==> src/rtl/mips_ctrl_pkg.sv <==
// Shared encodings for the multicycle MIPS controller: state codes, opcodes,
// ALU operation classes and datapath select values.
package mips_ctrl_pkg;

    typedef enum logic [3:0] {
        S_FETCH   = 4'd0,
        S_DECODE  = 4'd1,
        S_MEMADR  = 4'd2,
        S_MEMRD   = 4'd3,
        S_MEMWB   = 4'd4,
        S_MEMWR   = 4'd5,
        S_EXECUTE = 4'd6,
        S_ALUWB   = 4'd7,
        S_BRANCH  = 4'd8,
        S_JUMP    = 4'd9,
        S_ADDIEX  = 4'd10,
        S_ADDIWB  = 4'd11,
        S_IDLE    = 4'd15
    } state_t;

    localparam logic [5:0] OP_RTYPE = 6'b000000;
    localparam logic [5:0] OP_LW    = 6'b100011;
    localparam logic [5:0] OP_SW    = 6'b101011;
    localparam logic [5:0] OP_BEQ   = 6'b000100;
    localparam logic [5:0] OP_J     = 6'b000010;
    localparam logic [5:0] OP_ADDI  = 6'b001000;

    localparam logic [2:0] ALUOP_ADD   = 3'b000;
    localparam logic [2:0] ALUOP_SUB   = 3'b001;
    localparam logic [2:0] ALUOP_RTYPE = 3'b100;

    localparam logic [1:0] SRCB_REG   = 2'b00;
    localparam logic [1:0] SRCB_FOUR  = 2'b01;
    localparam logic [1:0] SRCB_IMM   = 2'b10;
    localparam logic [1:0] SRCB_SHIMM = 2'b11;

    localparam logic [1:0] PCSRC_ALU    = 2'b00;
    localparam logic [1:0] PCSRC_ALUOUT = 2'b01;
    localparam logic [1:0] PCSRC_JUMP   = 2'b10;

    function automatic logic op_supported(input logic [5:0] op);
        return (op == OP_RTYPE) || (op == OP_LW) || (op == OP_SW) ||
               (op == OP_BEQ) || (op == OP_J) || (op == OP_ADDI);
    endfunction

endpackage

==> src/rtl/multicycle_outdec.sv <==
// Moore output decoder: maps the current state code and memory handshake to
// the datapath control lines. Purely combinational.
module multicycle_outdec
    import mips_ctrl_pkg::*;
(
    input  logic [3:0] state,
    input  logic       mem_ready,
    output logic       pc_write,
    output logic       pc_write_cond,
    output logic       i_or_d,
    output logic       mem_read,
    output logic       mem_write,
    output logic       ir_write,
    output logic       mem_to_reg,
    output logic       reg_dst,
    output logic       reg_write,
    output logic       alu_src_a,
    output logic [1:0] alu_src_b,
    output logic [1:0] pc_source,
    output logic [2:0] alu_op,
    output logic       instr_done
);

    always_comb begin
        pc_write      = 1'b0;
        pc_write_cond = 1'b0;
        i_or_d        = 1'b0;
        mem_read      = 1'b0;
        mem_write     = 1'b0;
        ir_write      = 1'b0;
        mem_to_reg    = 1'b0;
        reg_dst       = 1'b0;
        reg_write     = 1'b0;
        alu_src_a     = 1'b0;
        alu_src_b     = SRCB_REG;
        pc_source     = PCSRC_ALU;
        alu_op        = ALUOP_ADD;
        instr_done    = 1'b0;
        // IDLE and the unused codes 12-14 fall through to the all-zero defaults
        case (state_t'(state))
            S_FETCH: begin
                mem_read  = 1'b1;
                alu_src_b = SRCB_FOUR;
                ir_write  = mem_ready;
                pc_write  = mem_ready;
            end
            S_DECODE: begin
                alu_src_b = SRCB_SHIMM;
            end
            S_MEMADR, S_ADDIEX: begin
                alu_src_a = 1'b1;
                alu_src_b = SRCB_IMM;
            end
            S_MEMRD: begin
                mem_read = 1'b1;
                i_or_d   = 1'b1;
            end
            S_MEMWB: begin
                reg_write  = 1'b1;
                mem_to_reg = 1'b1;
                instr_done = 1'b1;
            end
            S_MEMWR: begin
                mem_write  = 1'b1;
                i_or_d     = 1'b1;
                instr_done = mem_ready;
            end
            S_EXECUTE: begin
                alu_src_a = 1'b1;
                alu_src_b = SRCB_REG;
                alu_op    = ALUOP_RTYPE;
            end
            S_ALUWB: begin
                reg_dst    = 1'b1;
                reg_write  = 1'b1;
                instr_done = 1'b1;
            end
            S_BRANCH: begin
                alu_src_a     = 1'b1;
                alu_op        = ALUOP_SUB;
                pc_write_cond = 1'b1;
                pc_source     = PCSRC_ALUOUT;
                instr_done    = 1'b1;
            end
            S_JUMP: begin
                pc_write   = 1'b1;
                pc_source  = PCSRC_JUMP;
                instr_done = 1'b1;
            end
            S_ADDIWB: begin
                reg_write  = 1'b1;
                instr_done = 1'b1;
            end
            default: begin
            end
        endcase
    end

endmodule

==> src/rtl/multicycle_control.sv <==
// Multicycle MIPS main controller: state register and next-state logic, with
// output decoding delegated to multicycle_outdec.
module multicycle_control
    import mips_ctrl_pkg::*;
#(
    parameter bit MEM_WAIT_EN = 1'b1
) (
    input  logic       clk,
    input  logic       rst_n,
    input  logic [5:0] instr_op,
    input  logic       mem_ready,
    output logic       pc_write,
    output logic       pc_write_cond,
    output logic       i_or_d,
    output logic       mem_read,
    output logic       mem_write,
    output logic       ir_write,
    output logic       mem_to_reg,
    output logic       reg_dst,
    output logic       reg_write,
    output logic       alu_src_a,
    output logic [1:0] alu_src_b,
    output logic [1:0] pc_source,
    output logic [2:0] alu_op,
    output logic       illegal_op,
    output logic       instr_done,
    output logic [3:0] state
);

    state_t state_q;
    state_t state_d;
    logic   mem_rdy;

    // With waiting disabled the memory is assumed to complete every cycle
    assign mem_rdy = MEM_WAIT_EN ? mem_ready : 1'b1;

    always_ff @(posedge clk or negedge rst_n) begin
        if (!rst_n) begin
            state_q <= S_IDLE;
        end else begin
            state_q <= state_d;
        end
    end

    always_comb begin
        state_d = S_FETCH;
        case (state_q)
            S_IDLE:    state_d = S_FETCH;
            S_FETCH:   state_d = mem_rdy ? S_DECODE : S_FETCH;
            S_DECODE: begin
                case (instr_op)
                    OP_RTYPE:     state_d = S_EXECUTE;
                    OP_LW, OP_SW: state_d = S_MEMADR;
                    OP_BEQ:       state_d = S_BRANCH;
                    OP_J:         state_d = S_JUMP;
                    OP_ADDI:      state_d = S_ADDIEX;
                    default:      state_d = S_FETCH;
                endcase
            end
            S_MEMADR:  state_d = (instr_op == OP_LW) ? S_MEMRD : S_MEMWR;
            S_MEMRD:   state_d = mem_rdy ? S_MEMWB : S_MEMRD;
            S_MEMWR:   state_d = mem_rdy ? S_FETCH : S_MEMWR;
            S_EXECUTE: state_d = S_ALUWB;
            S_ADDIEX:  state_d = S_ADDIWB;
            // Final states and unused codes all return to FETCH
            default:   state_d = S_FETCH;
        endcase
    end

    // The only output allowed to see instr_op combinationally
    assign illegal_op = (state_q == S_DECODE) && !op_supported(instr_op);
    assign state      = state_q;

    multicycle_outdec u_outdec (
        .state         (state_q),
        .mem_ready     (mem_rdy),
        .pc_write      (pc_write),
        .pc_write_cond (pc_write_cond),
        .i_or_d        (i_or_d),
        .mem_read      (mem_read),
        .mem_write     (mem_write),
        .ir_write      (ir_write),
        .mem_to_reg    (mem_to_reg),
        .reg_dst       (reg_dst),
        .reg_write     (reg_write),
        .alu_src_a     (alu_src_a),
        .alu_src_b     (alu_src_b),
        .pc_source     (pc_source),
        .alu_op        (alu_op),
        .instr_done    (instr_done)
    );

endmodule
==> config.mk <==
export PLATFORM = sky130hd
export DESIGN_NAME = multicycle_control
export DESIGN_NICKNAME = d
export VERILOG_FILES = /design/src/rtl/mips_ctrl_pkg.sv /design/src/rtl/multicycle_outdec.sv /design/src/rtl/multicycle_control.sv
export SDC_FILE = /design/constraint.sdc
export NUM_CORES = 1
export LEC_CHECK = 0
export CORE_MARGIN = 2
export CORE_UTILIZATION = 30
export DETAILED_ROUTE_END_ITERATION = 16
export PLACE_DENSITY = 0.75
export SETUP_SLACK_MARGIN = 0.02
export SYNTH_ARGS = -nofsm -noshare
export SYNTH_HDL_FRONTEND = slang
export SYNTH_HIERARCHICAL = 1
export SYNTH_SLANG_ARGS = --single-unit
==> constraint.sdc <==
create_clock -name clk -period 3.2 [get_ports clk]
set_input_delay 0.96 -clock clk [delete_from_list [all_inputs] [get_ports clk]]
set_output_delay 0.96 -clock clk [all_outputs]
set_load 0.1 [all_outputs]
==> flow_summary_export.csv, run 1 <==
group,metric,value,unit
outcome,status,"finished, final reports clean",
floorplan,die_x,48.9,um
setup_path,crit_required,2240,ps
clocking,ctsHoldBuffers,0,
setup_path,endpoint_kind,"output port",
hold_path,hold_class,"flop to flop",
global_route,grt_pass1_vias,687,
global_route,grt_pass1_wl,3190,um
synth,synth-seq-cells,4,
global_route,grt_max_degree,21,
finish,antenna_cells,0,
sta,fin_crit,3120,ps
floorplan,row_count,16,
sta,finalSetupViolations,0,
setup_path,crit_slowest_cell,"clkdlybuf4s50_1",
routing,wl,1920,um
synth,ys_warn_count,6,
routing,viasPerCell,5.14,
setup_path,crit_fanout,4,
placement,place_area,0.00118,mm^2
hold_path,hold_depth,2,
finish,most-common-layout-cells,"buf_12 (16), buf_4 (16), nand2b_1 (9)",
finish,area.sequential,105,um^2
synth,synth_top_area_frac,0.174,
finish,drive_above_1_share,0.517,
setup_path,cpPeakStageDelay,580,ps
synth,synth_cells,81,
sta,fmax,321,MHz
placement,dp_hpwl,1540,um
setup_path,crit_family,"buffers and inverters",
synth,synthesis.area,606,um^2
floorplan,dieArea,0.00239,mm^2
sta,final.setup.tns,0,ps
placement,finalWeightedCongestion,0.825,
clocking,cts_tree,"yes",
setup_path,crit_type,"input pin to output port",
routing,drt_pre_antenna_iters,4,
floorplan,core-area,0.00194,mm^2
floorplan,start_util,0.312,
power_and_ir_drop,p_comb_frac,0.711,
finish,multi_input_comb_area,532,um^2
hold_path,hp-start,"state[3]$_DFF_PN1_",
sta,rsz0062_at_grt,"no",
routing,num_vias,746,
floorplan,pin_count,32,
finish,design_area,0.00121,mm^2
routing,wl_per_cell,13.3,um
clocking,ctsLongestPathBuffers,2,
placement,port_buffers,30,
power_and_ir_drop,power_density,430,mW/mm^2
finish,instances_no_fill,145,
finish,area_delta_synth_final,99.4,%
finish,largest_register_ffs,4,
finish,fill_cells,179,
routing,ant_nets,0,
global_route,grt_use_total,0.166,
global_route,overflow,0,
synth,ys_seq_area_frac,0.174,
synth,async_reset_ff_frac,1.00,
setup_path,worstRegToRegCells,4,
clocking,cts_setup_buffers,0,
power_and_ir_drop,p_sw_frac,0.568,
synth,yosys-top-cells-area,"dfstp_2 (17%), nand2b_1 (9.3%), nor2_1 (7.4%)",
hold_path,holdPathEnd,"state[3]$_DFF_PN1_",
sta,hold_viol,0,
synth,synth_nets,90,
power_and_ir_drop,ir_worst_vdd,0.253,mV
power_and_ir_drop,p_seq_frac,0.158,
setup_path,worstSetupStartpointType,"input pin",
placement,place_inst,142,
setup_path,rr_startpoint,"state[0]$_DFF_PN1_",
sta,fin_skew,9.18,ps
setup_path,cp_num_buf_inv,2,
finish,nets,129,
clocking,h-tree-depth,1,
power_and_ir_drop,power.internal,224,uW
synth,synth_edf_count,0,
sta,slew_viol_final,0,
clocking,cts_sinks,4,
clocking,cts_buffers,3,
synth,synth_cell_types,34,
clocking,clock_latency,250,ps
power_and_ir_drop,p_switching,295,uW
synth,synthFlopType,"dfstp_2",
routing,drc,0,
clocking,clkTransAtPathRegs,40,ps
global_route,antenna_found_initial,0,
setup_path,r2r-end,"state[1]$_DFF_PN1_",
routing,detail_route.iter0.violations,21,
synth,synth_area_per_cell,7.48,um^2
setup_path,reg2reg_slack,1460,ps
clocking,root_buffer,"clkbuf_4",
clocking,cts.repair.resized,7,
setup_path,critPathArrivalTime,2160,ps
synth,synth_top_cell_by_area,"dfstp_2",
power_and_ir_drop,p_leak,0.452,nW
flow_run,cap_violations,0,
power_and_ir_drop,power.clock.fraction,0.131,
setup_path,crit_chain,"clkdlybuf4s50_1 > nor3_2 > o211ai_1 > o311a_1 > buf_12",
floorplan,die_h,48.9,um
sta,post-route-period-util,0.974,
-- through the flow --
| stage | power, mW | worst slack, ps | util | hold slack (ps) |
|---|---|---|---|---|
| final | 0.519 | 83.1 | 0.622 | 632 |
| after global routing | 0.540 | 38.4 | 0.622 | 665 |
| after CTS | 0.522 | 83.0 | 0.622 | 630 |
| after detailed placement | 0.454 | -49.3 | 0.608 | 624 |
| after global placement | 0.450 | 26.7 | 0.608 | 613 |
| after floorplan | 0.333 | -298 | - | 735 |
-- cell type report --
cell class,count,share of cell area
multi-input combinational,71,0.440
tap,27,0.0280
timing repair buffer,40,0.426
clock buffer,3,0.0187
sequential,4,0.0870
-- worst max path at each step --
stage	start	cells past startpoint	slack [ps]	end
6_report	instr_op[4]	5	80	illegal_op
3_3_place_gp	instr_op[1]	5	30	illegal_op
4_1_cts	instr_op[4]	5	80	illegal_op
2_1_floorplan	state[3]$_DFF_PN1_	4	-300	alu_op[0]
3_5_place_dp	instr_op[3]	5	-50	illegal_op
5_1_grt	mem_ready	5	40	instr_done
-- worst min-delay path, cell delays in order, from the launching register on --
cell     delay, ps
dfstp_2        460
nand2_1         90
a21oi_1         70
-- cell usage after synthesis (2+ instances only) --
master / count
dfstp_2: 4
or3_1: 2
o311ai_1: 2
o22ai_1: 2
nand2b_1: 9
a21oi_1: 6
nand2_1: 4
nor3b_1: 2
nor3_1: 7
buf_4: 4
nor2_1: 12
nor2b_1: 2
nand4b_1: 2
o21ai_0: 3
-- per-layer routing --
metal  track usage  part of all wire  up-vias
li1              -                 -      374
met4        0.0571             0.018        0
met1         0.191              0.41      335
met2         0.311              0.52       33
met3        0.0245             0.051        4
met5             0                 0        -
-- logic make-up (layout without fill, tap and decap cells) --
family / count (synthesis) / count (layout) / synth area share
other cells: 1 / 1 / 0.00619
buf+inv: 6 / 43 / 0.0764
compound gates: 22 / 22 / 0.260
flops: 4 / 4 / 0.174
simple gates: 45 / 45 / 0.438
mux: 1 / 1 / 0.0165
xor+xnor: 2 / 2 / 0.0289
-- power by group through the flow --
stage                     registers, mW  clock network, mW  logic (mW)
after floorplan                  0.0983                  0       0.235
final                            0.0820             0.0680       0.369
after global routing             0.0849             0.0726       0.382
after detailed placement         0.0823                  0       0.372
after global placement           0.0822                  0       0.368
after CTS                        0.0819             0.0688       0.371
(Power assumes the default switching activity.)
==> run 2, diff against run 1 <==
Settings changed: CORE_MARGIN 2 to 4, CTS_BUF_LIST from default to sky130_fd_sc_hd__clkbuf_4, PLACE_DENSITY 0.75 to 0.72.
==> flow_summary_export.csv, run 2 (same netlist as run 1, synthesis figures left out) <==
group,metric,value,unit
outcome,status,"finished, final reports clean",
routing,drt_pre_antenna_iters,4,
setup_path,worstSetupStartpointType,"input pin",
global_route,antenna_found_initial,0,
sta,rsz0062_at_grt,"no",
finish,fill_cells,156,
finish,area_delta_synth_final,101,%
placement,place_inst,140,
clocking,h-tree-depth,1,
sta,fin_hold_ws,639,ps
floorplan,dieArea,0.00280,mm^2
floorplan,pin_count,32,
placement,place_ws,-28.1,ps
floorplan,row_count,15,
sta,finalSetupViolations,0,
clocking,cts_sinks,4,
power_and_ir_drop,power_density,426,mW/mm^2
clocking,ctsHoldBuffers,0,
setup_path,crit_required,2240,ps
routing,ant_nets,0,
routing,viasPerCell,5.39,
global_route,grt_use_total,0.148,
routing,wl_per_cell,13.5,um
power_and_ir_drop,p_leak,0.461,nW
finish,antenna_cells,0,
setup_path,reg2reg_slack,1520,ps
sta,post-route-period-util,0.967,
routing,drc,0,
sta,slew_viol_final,0,
finish,utilization,0.668,
setup_path,crit_type,"input pin to output port",
power_and_ir_drop,finalPower,518,uW
routing,num_vias,771,
sta,fin_crit,3090,ps
floorplan,start_util,0.333,
placement,dp_hpwl,1580,um
routing,wl,1930,um
clocking,clock_latency,240,ps
finish,largest_register_ffs,4,
clocking,cts_tree,"yes",
finish,most-common-layout-cells,"buf_12 (16), buf_4 (16), nand2b_1 (9)",
setup_path,rr_startpoint,"state[0]$_DFF_PN1_",
setup_path,crit_fanout,3,
floorplan,die_x,52.9,um
setup_path,crit_slowest_cell,"clkdlybuf4s50_1",
setup_path,critPathArrivalTime,2130,ps
finish,nets,129,
sta,fmax,323,MHz
setup_path,cpPeakStageDelay,500,ps
clocking,cts_buffers,3,
placement,finalWeightedCongestion,0.805,
global_route,grt_pass1_vias,726,
power_and_ir_drop,ir_worst_vdd,0.270,mV
hold_path,hp-start,"state[3]$_DFF_PN1_",
sta,hold_viol,0,
clocking,ctsLongestPathBuffers,2,
floorplan,core-area,0.00182,mm^2
sta,timing.final.ws_setup,107,ps
floorplan,die_h,52.9,um
finish,drive_above_1_share,0.525,
sta,fin_skew,0.897,ps
flow_run,cap_violations,0,
finish,instances_no_fill,143,
setup_path,cp-startpoint,"mem_ready",
global_route,overflow,0,
global_route,grt_max_degree,21,
placement,port_buffers,30,
global_route,grt_pass1_wl,3110,um
routing,detail_route.iter0.violations,18,
setup_path,endpoint_kind,"output port",
hold_path,hold_class,"flop to flop",
setup_path,crit_chain,"clkdlybuf4s50_1 > nor3b_1 > a21oi_1 > nor3_2 > buf_12",
clocking,clkTransAtPathRegs,40,ps
clocking,root_buffer,"clkbuf_4",
## run 2: area by class of cell
| type | count | area, um^2 | share of cell area |
|---|---|---|---|
| Sequential cell | 4 | 105 | 0.0864 |
| Tap cell | 25 | 31.3 | 0.0257 |
| Multi-Input combinational cell | 71 | 539 | 0.443 |
| Clock buffer | 3 | 22.5 | 0.0185 |
| Timing Repair Buffer | 40 | 518 | 0.426 |
## run 2: worst max-delay path, delay by kind of cell
| family | cells | cell delay, ps |
|---|---|---|
| buffers and inverters | 2 | 710 |
| AND/OR/NAND/NOR | 2 | 390 |
| AO/OA/AOI/OAI | 1 | 70 |
## run 2: repair_timing
| item | 4_1_cts | 5_1_grt |
|---|---|---|
| setup endpoints to repair | 1 | 2 |
| pin swaps | 1 | 0 |
| setup buffers | 0 | 0 |
| resized for setup | 5 | 3 |
| cloned | 0 | 0 |
## run 2: metal layers
| metal | up-vias | GRT usage | share of wire |
|---|---|---|---|
| met3 | 2 | 0.0254 | 0.050 |
| met1 | 361 | 0.164 | 0.42 |
| met2 | 31 | 0.279 | 0.52 |
| met4 | 0 | 0.0511 | 0.0088 |
| li1 | 377 | - | - |
| met5 | - | 0 | 0 |
## run 2: power breakdown
part | switching [mW] | internal [mW] | total (mW)
sequential | 0.0236 | 0.0587 | 0.0823
clock | 0.0231 | 0.0421 | 0.0652
combinational | 0.246 | 0.124 | 0.370
## run 2: path summary, 6_finish.rpt
kind,to,depth (start not counted)
setup reg to reg,state[2]$_DFF_PN1_,4
hold reg to reg,state[2]$_DFF_PN1_,1
hold / removal,state[2]$_DFF_PN1_,1
max in group asynchronous,state[1]$_DFF_PN1_,1
setup / recovery,pc_write,5
min in group asynchronous,state[3]$_DFF_PN1_,1
## run 2: metrics by stage
stage	area, um^2	setup TNS (ps)
global route	1220	0
CTS	1200	0
floorplan	673	-1510
detailed placement	1180	-28.1
global placement	1180	0
finish	1220	0
==> run 3, diff against run 2 <==
Settings changed: CORE_MARGIN 4 to 5, HOLD_SLACK_MARGIN from default to 0.08.
==> flow_summary_export.csv, run 3 (same netlist as run 1, synthesis figures left out) <==
group,metric,value,unit
outcome,status,"finished, final reports clean",
finish,drive_above_1_share,0.500,
setup_path,worstSetupStartpointType,"input pin",
finish,largest_register_ffs,4,
setup_path,crit_fanout,8,
sta,fin_skew,1.62,ps
routing,num_vias,739,
clocking,ctsLongestPathBuffers,2,
placement,port_buffers,30,
floorplan,die_x,54.9,um
clocking,cts_tree,"yes",
global_route,grt_use_total,0.143,
finish,nets,127,
sta,post-route-period-util,0.967,
setup_path,endpoint_kind,"output port",
floorplan,row_count,16,
finish,most-common-layout-cells,"buf_12 (16), buf_4 (14), nand2b_1 (9)",
floorplan,die_h,54.9,um
setup_path,rr_startpoint,"state[0]$_DFF_PN1_",
power_and_ir_drop,power_density,433,mW/mm^2
placement,finalWeightedCongestion,0.789,
global_route,grt_max_degree,21,
setup_path,crit_type,"input pin to output port",
sta,hold_viol,0,
floorplan,pin_count,32,
sta,slew_viol_final,0,
global_route,antenna_found_initial,0,
finish,final_common_cell,"buf_12",
global_route,grt_pass1_wl,3150,um
sta,finalSetupViolations,0,
floorplan,core-area,0.00194,mm^2
routing,wl,1990,um
sta,rsz0062_at_grt,"no",
hold_path,holdPathEnd,"state[3]$_DFF_PN1_",
routing,wl_per_cell,13.9,um
routing,viasPerCell,5.17,
clocking,clkTransAtPathRegs,40,ps
routing,drc,0,
hold_path,hold_class,"flop to flop",
hold_path,hp-start,"state[3]$_DFF_PN1_",
sta,timing.final.ws_setup,107,ps
hold_path,hold_depth,2,
global_route,overflow,0,
power_and_ir_drop,ir_worst_vdd,0.262,mV
routing,detail_route.iter0.violations,13,
clocking,cts_sinks,4,
clocking,clock_latency,230,ps
clocking,h-tree-depth,1,
setup_path,critPathArrivalTime,2130,ps
routing,ant_nets,0,
setup_path,r2r-end,"state[2]$_DFF_PN1_",
clocking,cts_buffers,3,
power_and_ir_drop,p_leak,0.442,nW
sta,fin_crit,3090,ps
setup_path,reg2reg_slack,1480,ps
flow_run,cap_violations,0,
placement,dp_hpwl,1580,um
finish,area_delta_synth_final,96.1,%
floorplan,dieArea,0.00302,mm^2
setup_path,worstRegToRegCells,4,
clocking,root_buffer,"clkbuf_4",
finish,antenna_cells,0,
placement,place_ws,-48.8,ps
finish,utilization,0.611,
global_route,grt_pass1_vias,715,
floorplan,start_util,0.312,
sta,fmax,323,MHz
routing,drt_pre_antenna_iters,4,
clocking,cts_setup_buffers,0,
setup_path,crit_required,2240,ps
[run 3: cell count changes in the layout (fill, tap and decap cells not counted)]
| cell | previous run | this run |
|---|---|---|
| buf_4 | 16 | 14 |
| nor3_1 | 2 | 3 |
| o311ai_1 | 1 | 2 |
| dlymetal6s2s_1 | 1 | 0 |
| o311ai_2 | 1 | 0 |
| dlygate4sd2_1 | 4 | 5 |
| nor3_2 | 5 | 4 |
[run 3: worst max path at each step]
stage	depth (start not counted)	startpoint	slack (ps)	to
floorplan	4	state[3]$_DFF_PN1_	-300	alu_op[0]
global placement	5	instr_op[1]	10	illegal_op
detailed placement	5	instr_op[3]	-50	illegal_op
CTS	5	mem_ready	100	instr_done
global route	5	mem_ready	60	instr_done
finish	5	mem_ready	110	instr_done
[run 3: metal layers]
layer	GRT usage	vias to the layer above	wire length [um]
li1	-	371	-
met1	0.157	332	833
met2	0.278	34	983
met3	0.0322	2	165
met4	0.0243	0	6
met5	0	-	0
[run 3: power breakdown]
part,switching (mW),total [mW],internal [mW]
clock,0.0208,0.0627,0.0420
sequential,0.0233,0.0820,0.0587
combinational,0.247,0.369,0.122
total,0.291,0.514,0.223
[run 3: stage by stage]
step	total power, mW	hold WS [ps]	area [um^2]	instances	TNS [ps]
after global routing	0.533	683	1190	143	0
after detailed placement	0.454	626	1170	140	-48.8
after global placement	0.449	627	1170	140	0
after CTS	0.517	637	1190	143	0
after floorplan	0.333	735	673	81	-1510
final	0.514	637	1190	143	0
[run 3: final cells by class]
class	count	area, um^2
fillers	175	754
multi-input cells	71	527
repair buffers	38	499
flip-flops and latches	4	105
well taps	27	33.8
clock buffers	3	22.5
[run 3: critical path: stages]
cell and delay, ps:
clkdlybuf4s50_1 420, buf_4 170, o311ai_1 310, a21oi_2 80, buf_12 180
[run 3: timing repair]
action                                  4_1_cts  5_1_grt
gates resized for setup                       6        0
hold buffers                                  0        0
endpoints found under the setup margin        1        0
